--- config.mk ---
export PLATFORM = sky130hd
export DESIGN_NAME = ring_arbiter_flat
export DESIGN_NICKNAME = d
export VERILOG_FILES = /design/src/rtl/ring_arbiter_pkg.sv /design/src/rtl/ring_arbiter_if.sv /design/src/rtl/ring_arbiter_pick.sv /design/src/rtl/ring_arbiter.sv /design/src/flat_wrapper.sv
export SDC_FILE = /design/constraint.sdc
export NUM_CORES = 1
export LEC_CHECK = 0
export ABC_AREA = 1
export ABC_CLOCK_PERIOD_IN_PS = 5800
export CELL_PAD_IN_SITES_DETAIL_PLACEMENT = 1
export CELL_PAD_IN_SITES_GLOBAL_PLACEMENT = 2
export CORE_MARGIN = 5
export CORE_UTILIZATION = 33
export CTS_BUF_LIST = sky130_fd_sc_hd__clkbuf_4
export DETAILED_ROUTE_END_ITERATION = 10
export PLACE_DENSITY_LB_ADDON = 0.1
export SLEW_MARGIN = 20
export SYNTH_ARGS = -nofsm -noshare
export SYNTH_HDL_FRONTEND = slang
export SYNTH_SLANG_ARGS = --single-unit
--- constraint.sdc ---
create_clock -name clk -period 5.8 [get_ports clk]
set_input_delay 1.16 -clock clk [delete_from_list [all_inputs] [get_ports clk]]
set_output_delay 1.16 -clock clk [all_outputs]
set_load 0.01 [all_outputs]
--- src/rtl/ring_arbiter_pkg.sv ---
// ---------------------------------------------------------------------------
// ring_arb_pkg
// Shared types and helpers for the ring arbiter:
//   state_t    - arbiter FSM states (IDLE, GRANT)
//   onehot_enc - one-hot vector to binary index
//   ring_rotl  - rotate an n-bit one-hot ring left by one position
// Helpers work on a fixed MAX_N-bit container; callers size-cast in and out.
// ---------------------------------------------------------------------------
package ring_arb_pkg;

    localparam int unsigned MAX_N = 32;

    typedef enum logic {
        IDLE  = 1'b0,
        GRANT = 1'b1
    } state_t;

    // Returns the index of the set bit of a one-hot vector (0 for all-zero).
    function automatic int unsigned onehot_enc(input logic [MAX_N-1:0] v);
        int unsigned idx;
        idx = 0;
        for (int i = 0; i < MAX_N; i++) begin
            if (v[i]) idx = idx | i;
        end
        return idx;
    endfunction

    // Rotates the low n bits of v left by one, wrapping bit n-1 into bit 0.
    // Bits at and above n are returned as zero.
    function automatic logic [MAX_N-1:0] ring_rotl(input logic [MAX_N-1:0] v,
                                                   input int unsigned     n);
        logic [MAX_N-1:0] r;
        r    = '0;
        r[0] = v[n-1];
        for (int i = 1; i < MAX_N; i++) begin
            if (i < n) r[i] = v[i-1];
        end
        return r;
    endfunction

endpackage

--- src/rtl/ring_arbiter_if.sv ---
// ---------------------------------------------------------------------------
// ring_arbiter_if
// Bundle between requesters and the ring arbiter.
//   req      requesters -> arbiter  level requests, one bit per requester
//   grant    arbiter -> requesters  registered one-hot grant
//   grant_id arbiter -> requesters  binary index of the owner
//   busy     arbiter -> requesters  any grant bit set
//   preempt  arbiter -> requesters  first cycle of a grant won by preemption
//   ptr      arbiter -> requesters  one-hot priority ring (debug)
// master: requester side.  slave: arbiter side.
// ---------------------------------------------------------------------------
interface ring_arbiter_if #(
    parameter int unsigned N = 4
);
    localparam int unsigned IDW = (N > 1) ? $clog2(N) : 1;

    logic [N-1:0]   req;
    logic [N-1:0]   grant;
    logic [IDW-1:0] grant_id;
    logic           busy;
    logic           preempt;
    logic [N-1:0]   ptr;

    modport master (
        output req,
        input  grant, grant_id, busy, preempt, ptr
    );

    modport slave (
        input  req,
        output grant, grant_id, busy, preempt, ptr
    );

endinterface

--- src/rtl/ring_arbiter_pick.sv ---
// ---------------------------------------------------------------------------
// ring_pick
// Combinational masked priority picker. Chooses the first set bit of
// (i_req & ~i_excl) at or after the one-hot i_ptr position, searching upward
// and wrapping from N-1 to 0.
//   i_req   N  request vector
//   i_ptr   N  one-hot search start
//   i_excl  N  bits excluded from the search (current owner on preempt)
//   o_pick  N  one-hot pick (zero when nothing eligible)
//   o_found 1  some eligible request exists
// ---------------------------------------------------------------------------
module ring_pick #(
    parameter int unsigned N = 4
) (
    input  logic [N-1:0] i_req,
    input  logic [N-1:0] i_ptr,
    input  logic [N-1:0] i_excl,
    output logic [N-1:0] o_pick,
    output logic         o_found
);

    logic [N-1:0] w_req;
    logic [N-1:0] w_ge_mask;
    logic [N-1:0] w_hi;
    logic [N-1:0] w_sel;

    assign w_req     = i_req & ~i_excl;
    // Bits at or above the one-hot pointer: ~(ptr - 1).
    assign w_ge_mask = ~(i_ptr - N'(1));
    assign w_hi      = w_req & w_ge_mask;
    // Upper segment wins; otherwise wrap around to the lowest request.
    assign w_sel     = (|w_hi) ? w_hi : w_req;
    // Isolate the lowest set bit.
    assign o_pick    = w_sel & (~w_sel + N'(1));
    assign o_found   = |w_req;

endmodule

--- src/rtl/ring_arbiter.sv ---
// ---------------------------------------------------------------------------
// ring_arbiter
// Round-robin arbiter with a one-hot rotating priority ring, hold-until-
// release ownership and bounded tenure (preempt after MAX_HOLD cycles when
// another requester waits). All outputs are registered.
//   clk  1  rising-edge clock
//   rst  1  asynchronous active-low reset
//   bus     ring_arbiter_if.slave (req in; grant, grant_id, busy, preempt,
//           ptr out)
// Parameters: N (2..32) requesters, MAX_HOLD (>=1) tenure limit.
// ---------------------------------------------------------------------------
module ring_arbiter
    import ring_arb_pkg::*;
#(
    parameter int unsigned N        = 4,
    parameter int unsigned MAX_HOLD = 8
) (
    input  logic          clk,
    input  logic          rst,
    ring_arbiter_if.slave bus
);

    localparam int unsigned CW  = $clog2(MAX_HOLD + 1);
    localparam int unsigned IDW = $clog2(N);

    state_t         r_state,   w_nx_state;
    logic [N-1:0]   r_grant,   w_nx_grant;
    logic [N-1:0]   r_ptr,     w_nx_ptr;
    logic [CW-1:0]  r_cnt,     w_nx_cnt;
    logic           r_preempt, w_nx_preempt;
    logic [IDW-1:0] r_grant_id;
    logic           r_busy;

    logic [N-1:0]   w_ring_next;
    logic [N-1:0]   w_base;
    logic [N-1:0]   w_excl;
    logic [N-1:0]   w_pick;
    logic           w_found;
    logic           w_owner_req;

    // Position just after the current owner: the ring start for a release
    // or preempt.
    assign w_ring_next = N'(ring_rotl(MAX_N'(r_grant), N));
    assign w_owner_req = |(bus.req & r_grant);

    // While owned, the pick is evaluated from the owner's successor with the
    // owner masked out, so one picker serves idle, release and preempt.
    assign w_base = (r_state == GRANT) ? w_ring_next : r_ptr;
    assign w_excl = (r_state == GRANT) ? r_grant     : '0;

    ring_pick #(.N(N)) u_pick (
        .i_req   (bus.req),
        .i_ptr   (w_base),
        .i_excl  (w_excl),
        .o_pick  (w_pick),
        .o_found (w_found)
    );

    always_comb begin
        // NOTE: every signal gets a default before the case so no path leaves
        // it unassigned; otherwise synthesis infers a latch.
        w_nx_state   = r_state;
        w_nx_grant   = r_grant;
        w_nx_ptr     = r_ptr;
        w_nx_cnt     = r_cnt;
        w_nx_preempt = 1'b0;

        case (r_state)
            IDLE: begin
                if (w_found) begin
                    w_nx_grant = w_pick;
                    w_nx_cnt   = CW'(1);
                    w_nx_state = GRANT;
                end
            end

            GRANT: begin
                if (w_owner_req) begin
                    if (r_cnt < CW'(MAX_HOLD)) begin
                        w_nx_cnt = r_cnt + CW'(1);
                    end else if (w_found) begin
                        w_nx_ptr     = w_ring_next;
                        w_nx_grant   = w_pick;
                        w_nx_cnt     = CW'(1);
                        w_nx_preempt = 1'b1;
                    end else begin
                        // Nobody waiting: restart the tenure window.
                        w_nx_cnt = CW'(1);
                    end
                end else begin
                    w_nx_ptr = w_ring_next;
                    if (w_found) begin
                        // Hand over in the same edge, no idle bubble.
                        w_nx_grant = w_pick;
                        w_nx_cnt   = CW'(1);
                    end else begin
                        w_nx_grant = '0;
                        w_nx_cnt   = '0;
                        w_nx_state = IDLE;
                    end
                end
            end

            default: begin
                w_nx_state = IDLE;
                w_nx_grant = '0;
                w_nx_cnt   = '0;
            end
        endcase
    end

    // NOTE: all state sits in this one block and uses non-blocking
    // assignments, so every register samples pre-edge values; every register
    // is a small flop with a defined reset value (there is no memory here).
    always_ff @(posedge clk or negedge rst) begin
        if (!rst) begin
            r_state    <= IDLE;
            r_grant    <= '0;
            r_ptr      <= N'(1);
            r_cnt      <= '0;
            r_preempt  <= 1'b0;
            r_grant_id <= '0;
            r_busy     <= 1'b0;
        end else begin
            r_state    <= w_nx_state;
            r_grant    <= w_nx_grant;
            r_ptr      <= w_nx_ptr;
            r_cnt      <= w_nx_cnt;
            r_preempt  <= w_nx_preempt;
            r_grant_id <= IDW'(onehot_enc(MAX_N'(w_nx_grant)));
            r_busy     <= |w_nx_grant;
        end
    end

    assign bus.grant    = r_grant;
    assign bus.grant_id = r_grant_id;
    assign bus.busy     = r_busy;
    assign bus.preempt  = r_preempt;
    assign bus.ptr      = r_ptr;

endmodule

--- src/flat_wrapper.sv ---
// flat-port wrapper written by rule: the top's interface ports become plain ports
module ring_arbiter_flat import ring_arb_pkg::*;
#(
    parameter int unsigned N        = 4,
    parameter int unsigned MAX_HOLD = 8
)
  (clk, rst, bus_req, bus_grant, bus_grant_id, bus_busy, bus_preempt, bus_ptr);
  ring_arbiter_if #(.N(N)) bus_i ();
  input  logic clk;
  input  logic rst;
  input wire logic [$bits(bus_i.req)-1:0] bus_req;
  output wire logic [$bits(bus_i.grant)-1:0] bus_grant;
  output wire logic [$bits(bus_i.grant_id)-1:0] bus_grant_id;
  output wire logic [$bits(bus_i.busy)-1:0] bus_busy;
  output wire logic [$bits(bus_i.preempt)-1:0] bus_preempt;
  output wire logic [$bits(bus_i.ptr)-1:0] bus_ptr;
  assign bus_i.req = bus_req;
  assign bus_grant = bus_i.grant;
  assign bus_grant_id = bus_i.grant_id;
  assign bus_busy = bus_i.busy;
  assign bus_preempt = bus_i.preempt;
  assign bus_ptr = bus_i.ptr;
  ring_arbiter #(.N(N), .MAX_HOLD(MAX_HOLD)) u_core (.clk(clk), .rst(rst), .bus(bus_i));
endmodule
; ---- After elaboration in Yosys (flattened, before gate mapping)
; Index checks and enable logic that the tools add are counted.
[totals]
register_bits = 17
inputBits = 6
output_inout_bits = 12
word_cells = 52
[op_classes]
n_addsub = 3
order_cmp = 1
n_eq_ne = 3
n_mux = 25
bitwise_logic = 8
n_reduce_logical = 5
[op_table]
columns = cell, count
row1 = two-way mux 4 bit, 13
row2 = bitwise AND 4 bit, 4
row3 = one-hot mux 4 bit (2 select lines), 2
row4 = OR reduction 4 bit, 4
row5 = NOT 4 bit, 3
row6 = "adder 4 x 1 -> 4 bit, second input constant", 2
row7 = two-way mux 1 bit, 7
row8 = "inequality test 2 bit, second input constant", 3
row9 = "< comparator 4 bit, second input constant", 1
row10 = two-way mux 2 bit, 2
row11 = "subtractor 4 x 1 -> 4 bit, second input constant", 1
row12 = AND reduction 3 bit, 1
row13 = one-hot mux 1 bit (2 select lines), 1
row14 = NOT 1 bit, 1

; ---- Logic depth before layout (Yosys ltp)
[logic_depth]
ltp_word = 16
ltp_mapped = 20
depth_no_buf = 19

; ---- Cells and area by module
; Synthesis repeated with hierarchy kept, for this count alone.
[hier_totals]
cells_unflattened = 174
area_unflattened_um2 = 1184.9
[modules_own_cells]
columns = module, n_inst, cells_per_inst, area_each_um2, seq_area_each_um2
row1 = ring_arbiter, 1, 123, 935.9, 426.7
row2 = ring_pick, 1, 51, 249.0, 0.0

; ---- Least setup slack after synthesis
; OpenSTA, ideal clock, no wires.
[synth_timing]
path_kind = input to register
from = input port bus_req[2]
to = register u_core.r_busy, in the netlist u_core.bus.busy
setup_time_ps = 121
arrival_time_ps = 2104
required_ps = 5679
slack_ps = 3576
path_stages = 9
n_path_buf = 0
cell_sequence = a22o_1 -> nor2_1 -> nand2_1 -> nand3_1 -> nand2_1 -> nand2_2 -> nand3_2 -> nor2_1 -> nand2_1
[synth_via]
elab_chain_cells = 12
word_cells_on_any_way = 16
classes_between = 1 x add/sub / 6 x mux / 5 x bitwise / 4 x reduce/logical
[synth_rtl]
columns = item, line_no
row1 = from (decl), flat_wrapper.sv:11  ; input wire logic [$bits(bus_i.req)-1:0] bus_req;
row2 = bitwise AND 4 bit, ring_arbiter_pick.sv:27  ; assign w_req = i_req & ~i_excl;
row3 = bitwise AND 4 bit, ring_arbiter_pick.sv:30  ; assign w_hi = w_req & w_ge_mask;
row4 = OR reduction 4 bit, ring_arbiter_pick.sv:32  ; assign w_sel = (|w_hi) ? w_hi : w_req;
row5 = two-way mux 4 bit, ring_arbiter_pick.sv:32
row6 = NOT 4 bit, ring_arbiter_pick.sv:34  ; assign o_pick = w_sel & (~w_sel + N'(1));
row7 = adder 4 x 1 -> 4 bit, ring_arbiter_pick.sv:34
row8 = bitwise AND 4 bit, ring_arbiter_pick.sv:34
row9 = two-way mux 4 bit, "ring_arbiter.sv:70, ring_arbiter.sv:81"
row10 = two-way mux 4 bit, ring_arbiter.sv:79  ; if (r_cnt < CW'(MAX_HOLD)) begin
row11 = two-way mux 4 bit, ring_arbiter.sv:78  ; if (w_owner_req) begin
row12 = one-hot mux 4 bit (2 select lines) (*), ring_arbiter.sv:68  ; case (r_state)
row13 = OR reduction 4 bit (*), ring_arbiter.sv:131  ; r_busy <= |w_nx_grant;
row14 = to (signal assigned), ring_arbiter.sv:131
row15 = to (decl), ring_arbiter.sv:32  ; logic r_busy;
; Every way passes the cells marked *; elsewhere a longest branch is shown, timed or not.
; A chain may end at the register's enable or synchronous reset.

; ---- Worst setup path after layout
[layout_timing]
from = input port bus_req[2]
to = register u_core.r_grant_id[1], in the netlist u_core.bus.grant_id[1]
[layout_via]
elab_chain_cells = 13
word_cells_on_any_way = 17
classes_between = 1 x add/sub / 8 x mux / 5 x bitwise / 3 x reduce/logical
[layout_rtl]
columns = item, line_no
row1 = bitwise AND 4 bit, ring_arbiter_pick.sv:27
row2 = bitwise AND 4 bit, ring_arbiter_pick.sv:30
row3 = OR reduction 4 bit, ring_arbiter_pick.sv:32
row4 = two-way mux 4 bit, ring_arbiter_pick.sv:32
row5 = NOT 4 bit, ring_arbiter_pick.sv:34
row6 = adder 4 x 1 -> 4 bit, ring_arbiter_pick.sv:34
row7 = bitwise AND 4 bit, ring_arbiter_pick.sv:34
row8 = two-way mux 4 bit, "ring_arbiter.sv:70, ring_arbiter.sv:81"
row9 = two-way mux 4 bit, ring_arbiter.sv:79
row10 = two-way mux 4 bit, ring_arbiter.sv:78
row11 = one-hot mux 4 bit (2 select lines) (*), ring_arbiter.sv:68
row12 = two-way mux 2 bit, ring_arbiter_pkg.sv:23  ; if (v[i]) idx = idx | i;
row13 = two-way mux 2 bit (*), ring_arbiter_pkg.sv:23
row14 = to (signal assigned), ring_arbiter.sv:130  ; r_grant_id <= IDW'(onehot_enc(MAX_N'(w_nx_grant)));
row15 = to (decl), ring_arbiter.sv:31  ; logic [IDW-1:0] r_grant_id;
; Marked as above.

==> impl_metrics.csv <==
group,metric,value,unit
pwr,ir_worst_vdd,0.2313,mV
synth,synthMuxAreaShare,0,
global_routing,grt_max_degree,18,
synth,syn_inst,139,
timing,layout_min_cycle_time,2.669,ns
setup_path,cp-end-kind,"flip-flop",
outcome,run_status,"finished clean",
final_layout,antenna_cells,0,
route,vias_per_cell,4.635,
timing,worstMarginPinSlew,0.7640,ns
die,die-area,0.004351,mm^2
clocking,htreeDepth,1,
timing,hold_viol,0,
global_routing,use_met1,0.1867,
die,die_y,65.96,um
timing,finalCritPeriodShare,0.4602,
synth,synth_compound_area_frac,0.1114,
timing,rsz0062_at_grt,"no",
setup_path,path_class,"in -> reg",
route,antenna_left,0,
final_layout,drive_gt1_frac,0.1635,
clocking,clk_latency,0.30,ns
clocking,ctsHoldBuffers,0,
placed_design,port-buffer-count,17,
synth,syn-num-nets,147,
clocking,cts_tree,"yes",
clocking,clock_sinks,17,
min_path,hold_path_class,"reg -> reg",
synth,synth_area_per_cell,7.435,um^2
final_layout,synthToLayoutAreaGrowth,23.61,%
synth,ys_seq_area_frac,0.4128,
global_routing,grtUsageMet3,0.03741,
timing,setup_viol,0,
clocking,root_buffer,"clkbuf_4",
synth,syn_area,0.001033,mm^2
die,boundaryPins,18,
synth,yosys.area_share.simple,0.3245,
route,num_vias,941,
die,core,0.003028,mm^2
global_routing,top_usage_layer,"met2",
die,num_rows,20,
timing,slew_violations,0,
timing,skew,0.01282,ns
global_routing,grt_use_met2,0.2591,
die,die_w,65.96,um
synth,synth_warnings,0,
synth,synth.area.top_cells,"dfrtp_1 (39%), nand2_1 (11%), inv_1 (8.4%)",
clocking,cts_made_buffers,3,
global_routing,gr-total-overflow,0,
setup_path,cp.arrival,2.86,ns
timing,fmax,374.6,MHz
timing,setup_tns,0,ns
placed_design,globalplace.congestion,0.7401,
final_layout,fillCellCount,382,
setup_path,crit_fanout,5,
global_routing,antenna_found_initial,0,
final_layout,layout.nets,168,
setup_path,critPathRequiredTime,5.99,ns
global_routing,grt_use_total,0.1504,
clocking,cts_resized,0,
flow_run,drv_cap,0,
pwr,powerDensity,516.7,mW/mm^2
die,start_util,0.3413,
synth,yosysTopAreaCell,"dfrtp_1",
clocking,cts_buffer_depth,2,
timing,slew_headroom,0.4891,
placed_design,place_hpwl,2352,um
global_routing,grt_pass1_vias,1072,
timing,worst_hold_slack,0.5560,ns
route,wl_per_cell,13.59,um
synth,synth-xor-area-share,0.008475,
clocking,post-cts-setup-buffers,0,
clocking,clk_pin_slew,0.12,ns
synth,synth_seq_cells,17,
synth,synth_fa_ha_area_frac,0.02421,
route,drtPass1Iterations,4,
synth,synth_top_family_by_area,"simple AND/OR/NAND/NOR gates",
final_layout,final_common_cell,"nand2_1",
synth,synth_top_area_share,0.3874,
global_routing,grt_pass1_wl,5030,um
route,drt_first_iter_violations,23,
route,drc_errors,0,
synth,synthDistinctLibCells,27,
final_layout,final_cell_mix,"nand2_1 (30), inv_1 (23), clkdlybuf4s50_1 (17)",
setup_path,critPathLaunchType,"input port",
pwr,p_leak,0.6560,nW
route,drt_wl_total,2759,um
==> cell type report <==
cell class                 instances  area [um^2]  share of cell area
timing repair buffer              17        170.2              0.1332
multi-input combinational         92        484.2              0.3790
clock inverter                     1        7.507            0.005877
clock buffer                       3        22.52             0.01763
inverter                          29        111.4             0.08717
sequential                        17        426.7              0.3340
tap                               44        55.05             0.04309
==> stage by stage <==
stage          worst slack, ns  std cells  instance area, um^2  utilization  total power [mW]
2_1_floorplan            3.576        139                 1033            -            0.4619
3_3_place_gp             2.807        199                 1247       0.4120            0.5913
3_5_place_dp             2.787        199                 1247       0.4120            0.6032
4_1_cts                  3.104        203                 1277       0.4219            0.6751
5_1_grt                  2.968        203                 1277       0.4219            0.7362
6_report                 3.131        203                 1277       0.4219            0.6601
==> cell families after synthesis <==
| logic type | Yosys count |
|---|---|
| simple gates | 71 |
| buf+inv | 30 |
| compound gates | 18 |
| flops | 17 |
| fa+ha+maj | 2 |
| xor+xnor | 1 |
==> where the power goes <==
part	internal [mW]	switching (mW)	total (mW)
clock network	0.0263	0.0420	0.0682
logic	0.161	0.226	0.387
registers	0.165	0.0402	0.205
==> worst max-delay path: stages <==
cell and delay (ns):
clkdlybuf4s50_1 0.44, a22o_1 0.24, nor2_1 0.28, nand2_1 0.21, nand3_1 0.19, a21boi_1 0.25, nand2_1 0.08
==> per-layer routing <==
layer	vias up	share of wire
li1	474	-
met4	0	0.0025
met1	447	0.46
met2	18	0.50
met3	2	0.043
met5	-	0
==> sequential cells by signal, summed over array words and instances, names as in the netlist <==
register	cells
u_core.r_state	1
u_core.bus.ptr	4
u_core.bus.preempt	1
u_core.bus.grant_id	2
u_core.r_cnt	4
u_core.bus.grant	4
u_core.bus.busy	1
==> final timing paths <==
path                            depth (start not counted)            start                     end  slack [ns]
worst max-delay path                                    7       bus_req[2]  u_core.bus.grant_id[1]        3.13
worst min-delay path                                    1  u_core.r_cnt[1]         u_core.r_cnt[1]        0.56
worst max register to register                         15   u_core.r_state         u_core.bus.busy        3.43
worst min register to register                          1  u_core.r_cnt[1]         u_core.r_cnt[1]        0.56
max in group asynchronous                               1              rst     u_core.bus.grant[0]        4.02
min in group asynchronous                               1              rst         u_core.r_cnt[0]        1.29
==> synthesized netlist by cell type <==
| master | n |
|---|---|
| nor2_1 | 13 |
| nand2_2 | 7 |
| nand3b_1 | 2 |
| dfrtp_1 | 16 |
| a21oi_2 | 2 |
| o21ai_2 | 1 |
| o21ai_1 | 1 |
| inv_2 | 5 |
| buf_6 | 1 |
| inv_1 | 23 |
| nand3_1 | 12 |
| a32o_1 | 1 |
| dfstp_2 | 1 |
| inv_4 | 1 |
| a21boi_1 | 1 |
| nor2_2 | 2 |
| nand2_1 | 30 |
| nand4_1 | 1 |
| o22ai_1 | 2 |
| nor2_4 | 1 |
| ha_1 | 2 |
| o21ai_0 | 5 |
| a22o_1 | 1 |
| nand3_2 | 2 |
| nor3_1 | 1 |
| xnor2_1 | 1 |
| a21oi_1 | 4 |
No activity file was read; power rests on OpenSTA's default activity.
